`config.mk`:
```
export PLATFORM = sky130hd
export DESIGN_NAME = dram_arbiter
export DESIGN_NICKNAME = d
export VERILOG_FILES = /design/src/rtl/dram_arbiter.sv
export SDC_FILE = /design/constraint.sdc
export NUM_CORES = 1
export LEC_CHECK = 0
export CAP_MARGIN = 10
export CORE_ASPECT_RATIO = 1.4
export CORE_UTILIZATION = 44
export CTS_CLUSTER_DIAMETER = 60
export DETAILED_ROUTE_END_ITERATION = 8
export PLACE_DENSITY = 0.82
export SKIP_CTS_REPAIR_TIMING = 1
export SLEW_MARGIN = 25
export SYNTH_ARGS = -nofsm -noshare
export SYNTH_HDL_FRONTEND = slang
export SYNTH_SLANG_ARGS = --single-unit
```
`constraint.sdc`:
```
create_clock -name clk -period 4 [get_ports clk]
set_clock_uncertainty 0.1 [all_clocks]
set_input_delay 0.6 -clock clk [delete_from_list [all_inputs] [get_ports clk]]
set_output_delay 0.6 -clock clk [all_outputs]
set_load 0.01 [all_outputs]
```
`src/rtl/dram_arbiter.sv`:
```
// Two-master arbiter for a single-port data RAM: processor and host loader share
// the RAM under round-robin arbitration, with a host bus-lock and registered outputs.
module dram_arbiter #(
  parameter int AW = 16,
  parameter int DW = 16
) (
  input  logic          clk,
  input  logic          rst_n,
  // processor port
  input  logic          p_req,
  input  logic          p_we,
  input  logic [AW-1:0] p_addr,
  input  logic [DW-1:0] p_wdata,
  output logic          p_gnt,
  output logic          p_rvalid,
  output logic [DW-1:0] p_rdata,
  // host-loader port
  input  logic          h_req,
  input  logic          h_we,
  input  logic          h_lock,
  input  logic [AW-1:0] h_addr,
  input  logic [DW-1:0] h_wdata,
  output logic          h_gnt,
  output logic          h_rvalid,
  output logic [DW-1:0] h_rdata,
  // RAM port
  output logic          ram_en,
  output logic          ram_we,
  output logic [AW-1:0] ram_addr,
  output logic [DW-1:0] ram_wdata,
  input  logic [DW-1:0] ram_rdata,
  output logic          busy
);

  typedef enum logic [1:0] {
    IDLE   = 2'd0,
    ACCESS = 2'd1,
    RDWAIT = 2'd2
  } state_t;

  state_t state;
  logic   last_host;   // 1 = host won the most recent arbitration
  logic   win_host;    // owner of the access in flight
  logic   ready;       // holds off arbitration for the first edge after reset

  logic lock_active;
  logic p_elig;
  logic h_elig;
  logic grant_p;
  logic grant_h;

  // The lock only binds while the host owns the bus; on a tie the master that
  // did not win last time is served.
  always_comb begin
    lock_active = last_host && h_lock;
    p_elig      = p_req && !lock_active;
    h_elig      = h_req;
    grant_h     = h_elig && (!p_elig || !last_host);
    grant_p     = p_elig && !grant_h;
  end

  // NOTE: every register below is assigned with <= so all of them update from
  // the same pre-edge values; blocking assignments here would create ordering races.
  always_ff @(posedge clk or negedge rst_n) begin
    if (!rst_n) begin
      state     <= IDLE;
      last_host <= 1'b1;
      win_host  <= 1'b0;
      ready     <= 1'b0;
      p_gnt     <= 1'b0;
      h_gnt     <= 1'b0;
      p_rvalid  <= 1'b0;
      h_rvalid  <= 1'b0;
      p_rdata   <= '0;
      h_rdata   <= '0;
      ram_en    <= 1'b0;
      ram_we    <= 1'b0;
      ram_addr  <= '0;
      ram_wdata <= '0;
      busy      <= 1'b0;
    end else begin
      ready    <= 1'b1;
      p_rvalid <= 1'b0;
      h_rvalid <= 1'b0;
      case (state)
        IDLE: begin
          if (ready && (grant_p || grant_h)) begin
            ram_we    <= grant_h ? h_we    : p_we;
            ram_addr  <= grant_h ? h_addr  : p_addr;
            ram_wdata <= grant_h ? h_wdata : p_wdata;
            win_host  <= grant_h;
            last_host <= grant_h;
            p_gnt     <= grant_p;
            h_gnt     <= grant_h;
            ram_en    <= 1'b1;
            busy      <= 1'b1;
            state     <= ACCESS;
          end
        end
        ACCESS: begin
          p_gnt  <= 1'b0;
          h_gnt  <= 1'b0;
          ram_en <= 1'b0;
          if (ram_we) begin
            busy  <= 1'b0;
            state <= IDLE;
          end else begin
            state <= RDWAIT;
          end
        end
        RDWAIT: begin
          // RAM data is valid now, one cycle after the read strobe.
          if (win_host) begin
            h_rdata  <= ram_rdata;
            h_rvalid <= 1'b1;
          end else begin
            p_rdata  <= ram_rdata;
            p_rvalid <= 1'b1;
          end
          busy  <= 1'b0;
          state <= IDLE;
        end
        default: begin
          p_gnt  <= 1'b0;
          h_gnt  <= 1'b0;
          ram_en <= 1'b0;
          busy   <= 1'b0;
          state  <= IDLE;
        end
      endcase
    end
  end

endmodule
```
==> results of run 1 <==
==> registers in the layout (all words and copies together) (netlist names) <==
name,cells
win_host,1
ram_wdata,16
state,2
ram_addr,16
h_rvalid,1
h_gnt,1
ram_en,1
p_rvalid,1
ready,1
p_gnt,1
ram_we,1
h_rdata,16
p_rdata,16
last_host,1
busy,1
==> power by group <==
part / internal [W] / total, W / leakage, nW / switching (W)
registers: 0.00112 / 0.00138 / 0.910 / 0.000261
logic: 0.00103 / 0.00157 / 1.39 / 0.000539
clock network: 0.000495 / 0.000769 / 0.140 / 0.000273
==> kinds of logic (layout without fill, tap and decap cells) <==
kind of cell	Yosys count	count (layout)	share of synthesized area, %
flops	76	76	47.0
compound gates	44	44	8.41
buf+inv	33	183	5.50
simple gates	111	111	17.6
other cells	1	1	0.0927
mux	67	67	21.3
==> how the worst max path moves through the flow <==
stage	startpoint	end	slack, ns
after global routing	last_host	ram_addr[14]	1.29
after CTS	last_host	ram_addr[14]	1.42
after global placement	h_lock	ram_addr[14]	1.39
final	last_host	ram_addr[14]	1.43
after detailed placement	h_lock	ram_addr[14]	1.35
after floorplan	p_req	ram_addr[0]	2.08
==> layout make-up <==
class,instances,area share (%)
inverters,5,0.319
clock buffers,13,4.26
repair buffers,163,27.5
clock inverters,2,0.596
flip-flops and latches,76,32.4
multi-input cells,223,32.7
well taps,107,2.28
==> worst max-delay path: stages (launching register included) <==
cell and delay (ns):
sky130_fd_sc_hd__dfstp_2 1.00, sky130_fd_sc_hd__a21boi_4 0.16, sky130_fd_sc_hd__o211ai_4 0.46, sky130_fd_sc_hd__buf_4 0.35
sky130_fd_sc_hd__mux2_2 0.37
==> routing by layer <==
metal | GRT usage (%) | vias to the layer above | part of all wire (%) | wire [um]
met5 | 0 | - | 0 | 0
met4 | 7.93 | 0 | 1.7 | 164
met3 | 3.70 | 14 | 5.0 | 471
met2 | 35.7 | 125 | 52 | 4940
met1 | 25.1 | 1558 | 41 | 3910
li1 | - | 1489 | - | -
==> through the flow <==
step           total power, W  util (%)  worst slack (ns)
2_1_floorplan         0.00209         -              2.08
3_3_place_gp          0.00292      62.2              1.39
3_5_place_dp          0.00297      62.2              1.35
4_1_cts               0.00376      65.4              1.42
5_1_grt               0.00393      65.5              1.29
6_report              0.00372      65.5              1.43
==> placed cells by master, fill, tap and decap left out <==
| cell type | n |
|---|---|
| sky130_fd_sc_hd__inv_1 | 5 |
| sky130_fd_sc_hd__buf_4 | 7 |
| sky130_fd_sc_hd__a21oi_1 | 4 |
| sky130_fd_sc_hd__a21boi_4 | 1 |
| sky130_fd_sc_hd__clkbuf_1 | 3 |
| sky130_fd_sc_hd__clkbuf_16 | 9 |
| sky130_fd_sc_hd__and3b_1 | 2 |
| sky130_fd_sc_hd__nor2_1 | 1 |
| sky130_fd_sc_hd__clkinv_2 | 1 |
| sky130_fd_sc_hd__nand2_1 | 33 |
| sky130_fd_sc_hd__nand2b_1 | 35 |
| sky130_fd_sc_hd__nor3b_4 | 1 |
| sky130_fd_sc_hd__dfstp_2 | 1 |
| sky130_fd_sc_hd__nand3b_1 | 1 |
| sky130_fd_sc_hd__o211ai_4 | 1 |
| sky130_fd_sc_hd__mux2_2 | 33 |
| sky130_fd_sc_hd__conb_1 | 1 |
| sky130_fd_sc_hd__clkbuf_8 | 1 |
| sky130_fd_sc_hd__mux2_1 | 5 |
| sky130_fd_sc_hd__o31ai_1 | 2 |
| sky130_fd_sc_hd__nand4b_1 | 33 |
| sky130_fd_sc_hd__o21ai_0 | 2 |
| sky130_fd_sc_hd__clkdlybuf4s50_1 | 155 |
| sky130_fd_sc_hd__o211ai_1 | 34 |
| sky130_fd_sc_hd__nor3_1 | 1 |
| sky130_fd_sc_hd__and2b_1 | 1 |
| sky130_fd_sc_hd__mux2_4 | 29 |
| sky130_fd_sc_hd__nand3_2 | 1 |
| sky130_fd_sc_hd__nand3_1 | 1 |
| sky130_fd_sc_hd__buf_6 | 1 |
| sky130_fd_sc_hd__dfrtp_1 | 75 |
| sky130_fd_sc_hd__bufinv_16 | 1 |
| sky130_fd_sc_hd__nor2b_1 | 1 |
==> summary.log, run 1 <==
INFO  run_status     outcome=completed
INFO  sta            final.min_clock_period=2.57ns
INFO  cts            tritoncts_num_sinks=76
INFO  routing        routed_via_density=5.41
INFO  cts            tritoncts=yes
INFO  cts            h-tree-depth=3
INFO  final_layout   final-seq-area=1900um^2
INFO  cts            cts_buffers=9
INFO  place          buffer_ports.inserted=157
INFO  final_layout   areaGrowthSynthToFinish=45.2%
INFO  final_layout   antenna-diode-count=0
INFO  critical_path  r2r.worst_path.cells=4
INFO  logic_synthesis synth.top_cells.by_count=75 x sky130_fd_sc_hd__dfrtp_1, 35 x sky130_fd_sc_hd__nand2b_1, 34 x sky130_fd_sc_hd__o211ai_1
INFO  die            floorplan.io_pins=158
INFO  cts            cts.reportedPaths.clkPinSlew=0.05ns
INFO  logic_synthesis most_used_standard_cell_by_instance_count_after_synthesis=sky130_fd_sc_hd__dfrtp_1
INFO  final_layout   postLayoutCellArea=5880um^2
INFO  final_layout   multiInputGateArea=1920um^2
INFO  logic_synthesis synthTopCellsByArea=sky130_fd_sc_hd__dfrtp_1 46%, sky130_fd_sc_hd__mux2_4 11%, sky130_fd_sc_hd__mux2_2 9.2%
INFO  die            placementRows=41
INFO  logic_synthesis postSynthNetCount=419
INFO  die            die_w=83.1um
INFO  critical_path  rr_startpoint=last_host
INFO  routing        drtPass1Iterations=4
INFO  cts            insertion_delay_of_the_later_clocked_pin_in_the_worst_skew_pair=0.32ns
INFO  logic_synthesis synth_top_area_share=46.4%
INFO  logic_synthesis synthesis.instances=332
INFO  job            max_cap_viols=0
INFO  final_layout   drive_above_1_share=18.0%
INFO  cts            ctsLongestPathBuffers=2
INFO  routing        detail_route.drc_violations=0
INFO  place          numPlacedInstances=574
INFO  final_layout   finalNetCount=565
INFO  logic_synthesis asyncSetResetFlopFracSynth=100%
INFO  logic_synthesis syn-mean-instance-area=12.2um^2
INFO  sta            unrepaired_setup_endpoints_after_global_routing=false
INFO  cts            clk_root_buffer_cell=sky130_fd_sc_hd__clkbuf_16
INFO  final_layout   stdcell_count=589
INFO  sta            achievable-frequency=388MHz
INFO  place          detailed_place.area=5590um^2
INFO  final_layout   fillerInstances=711
INFO  logic_synthesis synth-seq-area-share=47.0%
INFO  critical_path  critical_path.startpoint_type=flip-flop
INFO  die            core_region_area=8980um^2
INFO  critical_path  critPathMaxFanout=38
INFO  power_and_ir_drop power_density=633nW/um^2
INFO  sta            final-hold-violation-count=0
INFO  critical_path  rr_endpoint=ram_addr[14]
INFO  routing        routed-via-count=3186
INFO  die            initial_utilization=45.1%
INFO  grt            number_of_antenna_violations_at_the_first_check_in_global_routing=0
INFO  sta            slew_headroom=41.5%
INFO  sta            setup_viol=0
INFO  sta            worst_pin_slew=0.877ns
INFO  critical_path  cp_capture_type=flip-flop
INFO  power_and_ir_drop pleak=2.44nW
INFO  routing        drt_wl_total=9490um
INFO  die            die_h=115um
INFO  die            fp.dieArea=9590um^2
INFO  grt            globalRoute.totalOverflow=0
INFO  routing        route.antenna.remaining_nets=0
INFO  critical_path  timing.critical_path.arrival=2.68ns
INFO  logic_synthesis yosysUniqueCellTypes=30
INFO  logic_synthesis yosys_warnings=0
INFO  logic_synthesis synth_seq_cells=76
INFO  place          hpwlAfterDp=6890um
INFO  grt            vias_in_the_first_global_route=3326
INFO  critical_path  reg2reg_slack=1.43ns
INFO  logic_synthesis post-synth-top-area-cell=sky130_fd_sc_hd__dfrtp_1
INFO  sta            timing.setup.tns=0ns
INFO  critical_path  cp.required=4.10ns
INFO  grt            grt_pass1_wl=15700um
INFO  grt            groute.usage.overall=20.4%
INFO  sta            report.final.slew_viol_count=0
INFO  grt            largest_net_degree_at_the_start_of_global_routing=77
INFO  logic_synthesis post_synth_instance_area=4050um^2
INFO  sta            final_min_period_over_clock_period=64.4%
INFO  sta            hold_ws=0.189ns
INFO  logic_synthesis synth-edff-count=0
INFO  routing        drt-wirelength-per-cell=16.1um
INFO  place          routabilityCongestion=0.829
INFO  power_and_ir_drop maximum_resistive_drop_on_vdd=0.000524V
INFO  logic_synthesis synth_top_flop_cell=sky130_fd_sc_hd__dfrtp_1
INFO  routing        dr.first_iter.drc_count=135
INFO  min_path       timing.hold.worst.class=in2async
INFO  critical_path  worst-setup-path-type=reg2reg
(Power assumes the default switching activity.)
==> run 2, diff against run 1 <==
- clock period: 4 -> 2.37 ns (I/O delays scaled with it)
==> summary.log, run 2 (synthesis gave the netlist of run 1 again) <==
INFO  cts            cts.reportedPaths.clkPinSlew=0.06ns [about the same]
INFO  power_and_ir_drop maximum_resistive_drop_on_vdd=0.000788V [+50%]
INFO  sta            setup_viol=0 [unchanged]
INFO  final_layout   postLayoutCellArea=5930um^2 [+0.89%]
INFO  critical_path  cp.required=2.48ns [-1.62 ns]
INFO  die            die_w=83.1um [unchanged]
INFO  power_and_ir_drop power.combinational.fraction=43.7% [+1.5 points]
INFO  final_layout   multiInputGateArea=1920um^2 [unchanged]
INFO  sta            report.final.slew_viol_count=0 [unchanged]
INFO  grt            groute.usage.overall=21.1% [+0.78 points]
INFO  place          detailed_place.area=5640um^2 [+0.99%]
INFO  final_layout   final-seq-area=1900um^2 [unchanged]
INFO  place          buffer_ports.inserted=157 [unchanged]
INFO  cts            ctsLongestPathBuffers=2 [unchanged]
INFO  routing        dr.first_iter.drc_count=141 [+4.4%]
INFO  cts            insertion_delay_of_the_later_clocked_pin_in_the_worst_skew_pair=0.33ns [about the same]
INFO  sta            final.min_clock_period=1.80ns [-0.771 ns]
INFO  final_layout   most-common-layout-cells=155 x sky130_fd_sc_hd__clkdlybuf4s50_1, 75 x sky130_fd_sc_hd__dfrtp_1, 35 x sky130_fd_sc_hd__nand2b_1
INFO  sta            timing.setup.tns=0ns [unchanged]
INFO  cts            cts_buffers=9 [unchanged]
INFO  die            initial_utilization=45.1% [unchanged]
INFO  sta            hold_ws=-0.0635ns [-0.252 ns]
INFO  final_layout   fillerInstances=698 [-1.8%]
INFO  final_layout   drive_above_1_share=19.1% [+1.0 points]
INFO  run_status     outcome=complete, but fails checks
INFO  sta            final-hold-violation-count=75 [+75]
INFO  cts            clk_root_buffer_cell=sky130_fd_sc_hd__clkbuf_16
INFO  sta            achievable-frequency=555MHz [+43%]
INFO  routing        drtPass1Iterations=4 [unchanged]
INFO  critical_path  cp_capture_type=flip-flop
INFO  final_layout   mostFrequentLayoutCell=sky130_fd_sc_hd__clkdlybuf4s50_1
INFO  routing        routed_via_density=5.40 [-0.16%]
INFO  routing        detail_route.drc_violations=0 [unchanged]
INFO  grt            number_of_antenna_violations_at_the_first_check_in_global_routing=0 [unchanged]
INFO  power_and_ir_drop net-switching-power=0.00186W [+73%]
INFO  place          hpwlAfterDp=7130um [+3.4%]
INFO  cts            tritoncts_num_sinks=76 [unchanged]
INFO  critical_path  timing.critical_path.arrival=1.91ns [-0.77 ns]
INFO  power_and_ir_drop clockPowerShare=20.8% [about the same]
INFO  die            floorplan.io_pins=158 [unchanged]
INFO  power_and_ir_drop pleak=2.47nW [+1.2%]
INFO  die            core_region_area=8980um^2 [unchanged]
INFO  critical_path  worst-setup-path-type=reg2reg
INFO  routing        route.antenna.remaining_nets=0 [unchanged]
INFO  routing        drt-wirelength-per-cell=16.7um [+3.4%]
INFO  routing        drt_wl_total=9890um [+4.3%]
INFO  run_status     failed_checks=negative hold slack
INFO  grt            largest_net_degree_at_the_start_of_global_routing=77 [unchanged]
INFO  power_and_ir_drop power_density=1070nW/um^2 [+68%]
INFO  final_layout   areaGrowthSynthToFinish=46.5%
INFO  grt            globalRoute.totalOverflow=0 [unchanged]
INFO  cts            h-tree-depth=3 [unchanged]
INFO  grt            grt_pass1_wl=16000um [+2.3%]
INFO  sta            slew_headroom=54.2% [+13 points]
INFO  min_path       timing.hold.worst.class=in2async
INFO  final_layout   antenna-diode-count=0 [unchanged]
INFO  power_and_ir_drop power_switching_share=29.5% [+0.59 points]
INFO  power_and_ir_drop power_frac_seq=35.5% [-1.6 points]
INFO  power_and_ir_drop cell_internal_pwr=0.00446W [+68%]
INFO  cts            tritoncts=yes
INFO  critical_path  critPathMaxFanout=36 [-5.3%]
INFO  final_layout   finalNetCount=569 [+0.71%]
INFO  die            placementRows=41 [unchanged]
INFO  sta            unrepaired_setup_endpoints_after_global_routing=false
INFO  die            fp.dieArea=9590um^2 [unchanged]
INFO  sta            worst_pin_slew=0.686ns [-0.191 ns]
INFO  sta            final_min_period_over_clock_period=76.1% [+12 points]
INFO  place          routabilityCongestion=0.762 [-8.1%]
INFO  critical_path  critical_path.startpoint_type=flip-flop
INFO  grt            vias_in_the_first_global_route=3311 [-0.45%]
INFO  die            die_h=115um [unchanged]
INFO  routing        routed-via-count=3208 [+0.69%]
INFO  job            max_cap_viols=0 [unchanged]
-- run 2: cell count changes in the layout (fill, tap and decap cells not counted), sizes merged --
cell / before / now
buf: 8 / 12
clkbuf: 13 / 11
clkinv: 1 / 3
clkinvlp: 0 / 1
-- run 2: cell type report --
cell class | count | share of cell area [%]
multi-input combinational | 223 | 32.4
sequential | 76 | 32.1
timing repair buffer | 167 | 28.1
clock buffer | 11 | 3.92
tap | 107 | 2.26
clock inverter | 5 | 0.886
inverter | 5 | 0.317
-- run 2: final timing paths --
kind                        startpoint            to  slack, ns  depth (start not counted)
hold reg to reg            p_rdata[10]   p_rdata[10]       0.38                          1
setup reg to reg             last_host  ram_addr[13]       0.57                          4
min in group clk           p_rdata[10]   p_rdata[10]       0.38                          1
setup / recovery             last_host  ram_addr[13]       0.57                          4
max in group asynchronous        rst_n  ram_addr[13]       1.74                          1
hold / removal                   rst_n    h_rdata[2]      -0.06                          1
-- run 2: metal layers --
metal	vias to the layer above	GRT usage [%]	part of all wire, %
met1	1576	24.0	40
met2	119	38.9	54
li1	1498	-	-
met5	-	0	0
met3	15	3.35	4.5
met4	0	10.2	2.3
-- run 2: power by group through the flow --
stage | Sequential (W) | Clock (W) | Combinational [W]
floorplan | 0.00247 | 0 | 0.00106
global placement | 0.00224 | 0 | 0.00272
detailed placement | 0.00226 | 0 | 0.00280
CTS | 0.00226 | 0.00134 | 0.00279
global route | 0.00233 | 0.00139 | 0.00293
finish | 0.00224 | 0.00131 | 0.00276
-- run 2: through the flow --
| step | utilization (%) | instances | power [W] | hold WS (ns) | setup slack, ns |
|---|---|---|---|---|---|
| 2_1_floorplan | - | 332 | 0.00353 | -0.0401 | 0.697 |
| 3_3_place_gp | 62.8 | 578 | 0.00495 | 0.367 | 0.289 |
| 3_5_place_dp | 62.8 | 578 | 0.00506 | 0.377 | 0.252 |
| 4_1_cts | 66.0 | 594 | 0.00639 | 0.108 | 0.566 |
| 5_1_grt | 66.0 | 594 | 0.00665 | 0.0167 | 0.509 |
| 6_report | 66.0 | 594 | 0.00632 | -0.0635 | 0.567 |
-- run 2: worst max-delay path: stages (launching register included) --
cell and delay [ns]:
sky130_fd_sc_hd__dfstp_2 0.63, sky130_fd_sc_hd__a21boi_4 0.10, sky130_fd_sc_hd__o211ai_4 0.19, sky130_fd_sc_hd__buf_12 0.29
sky130_fd_sc_hd__mux2_2 0.37
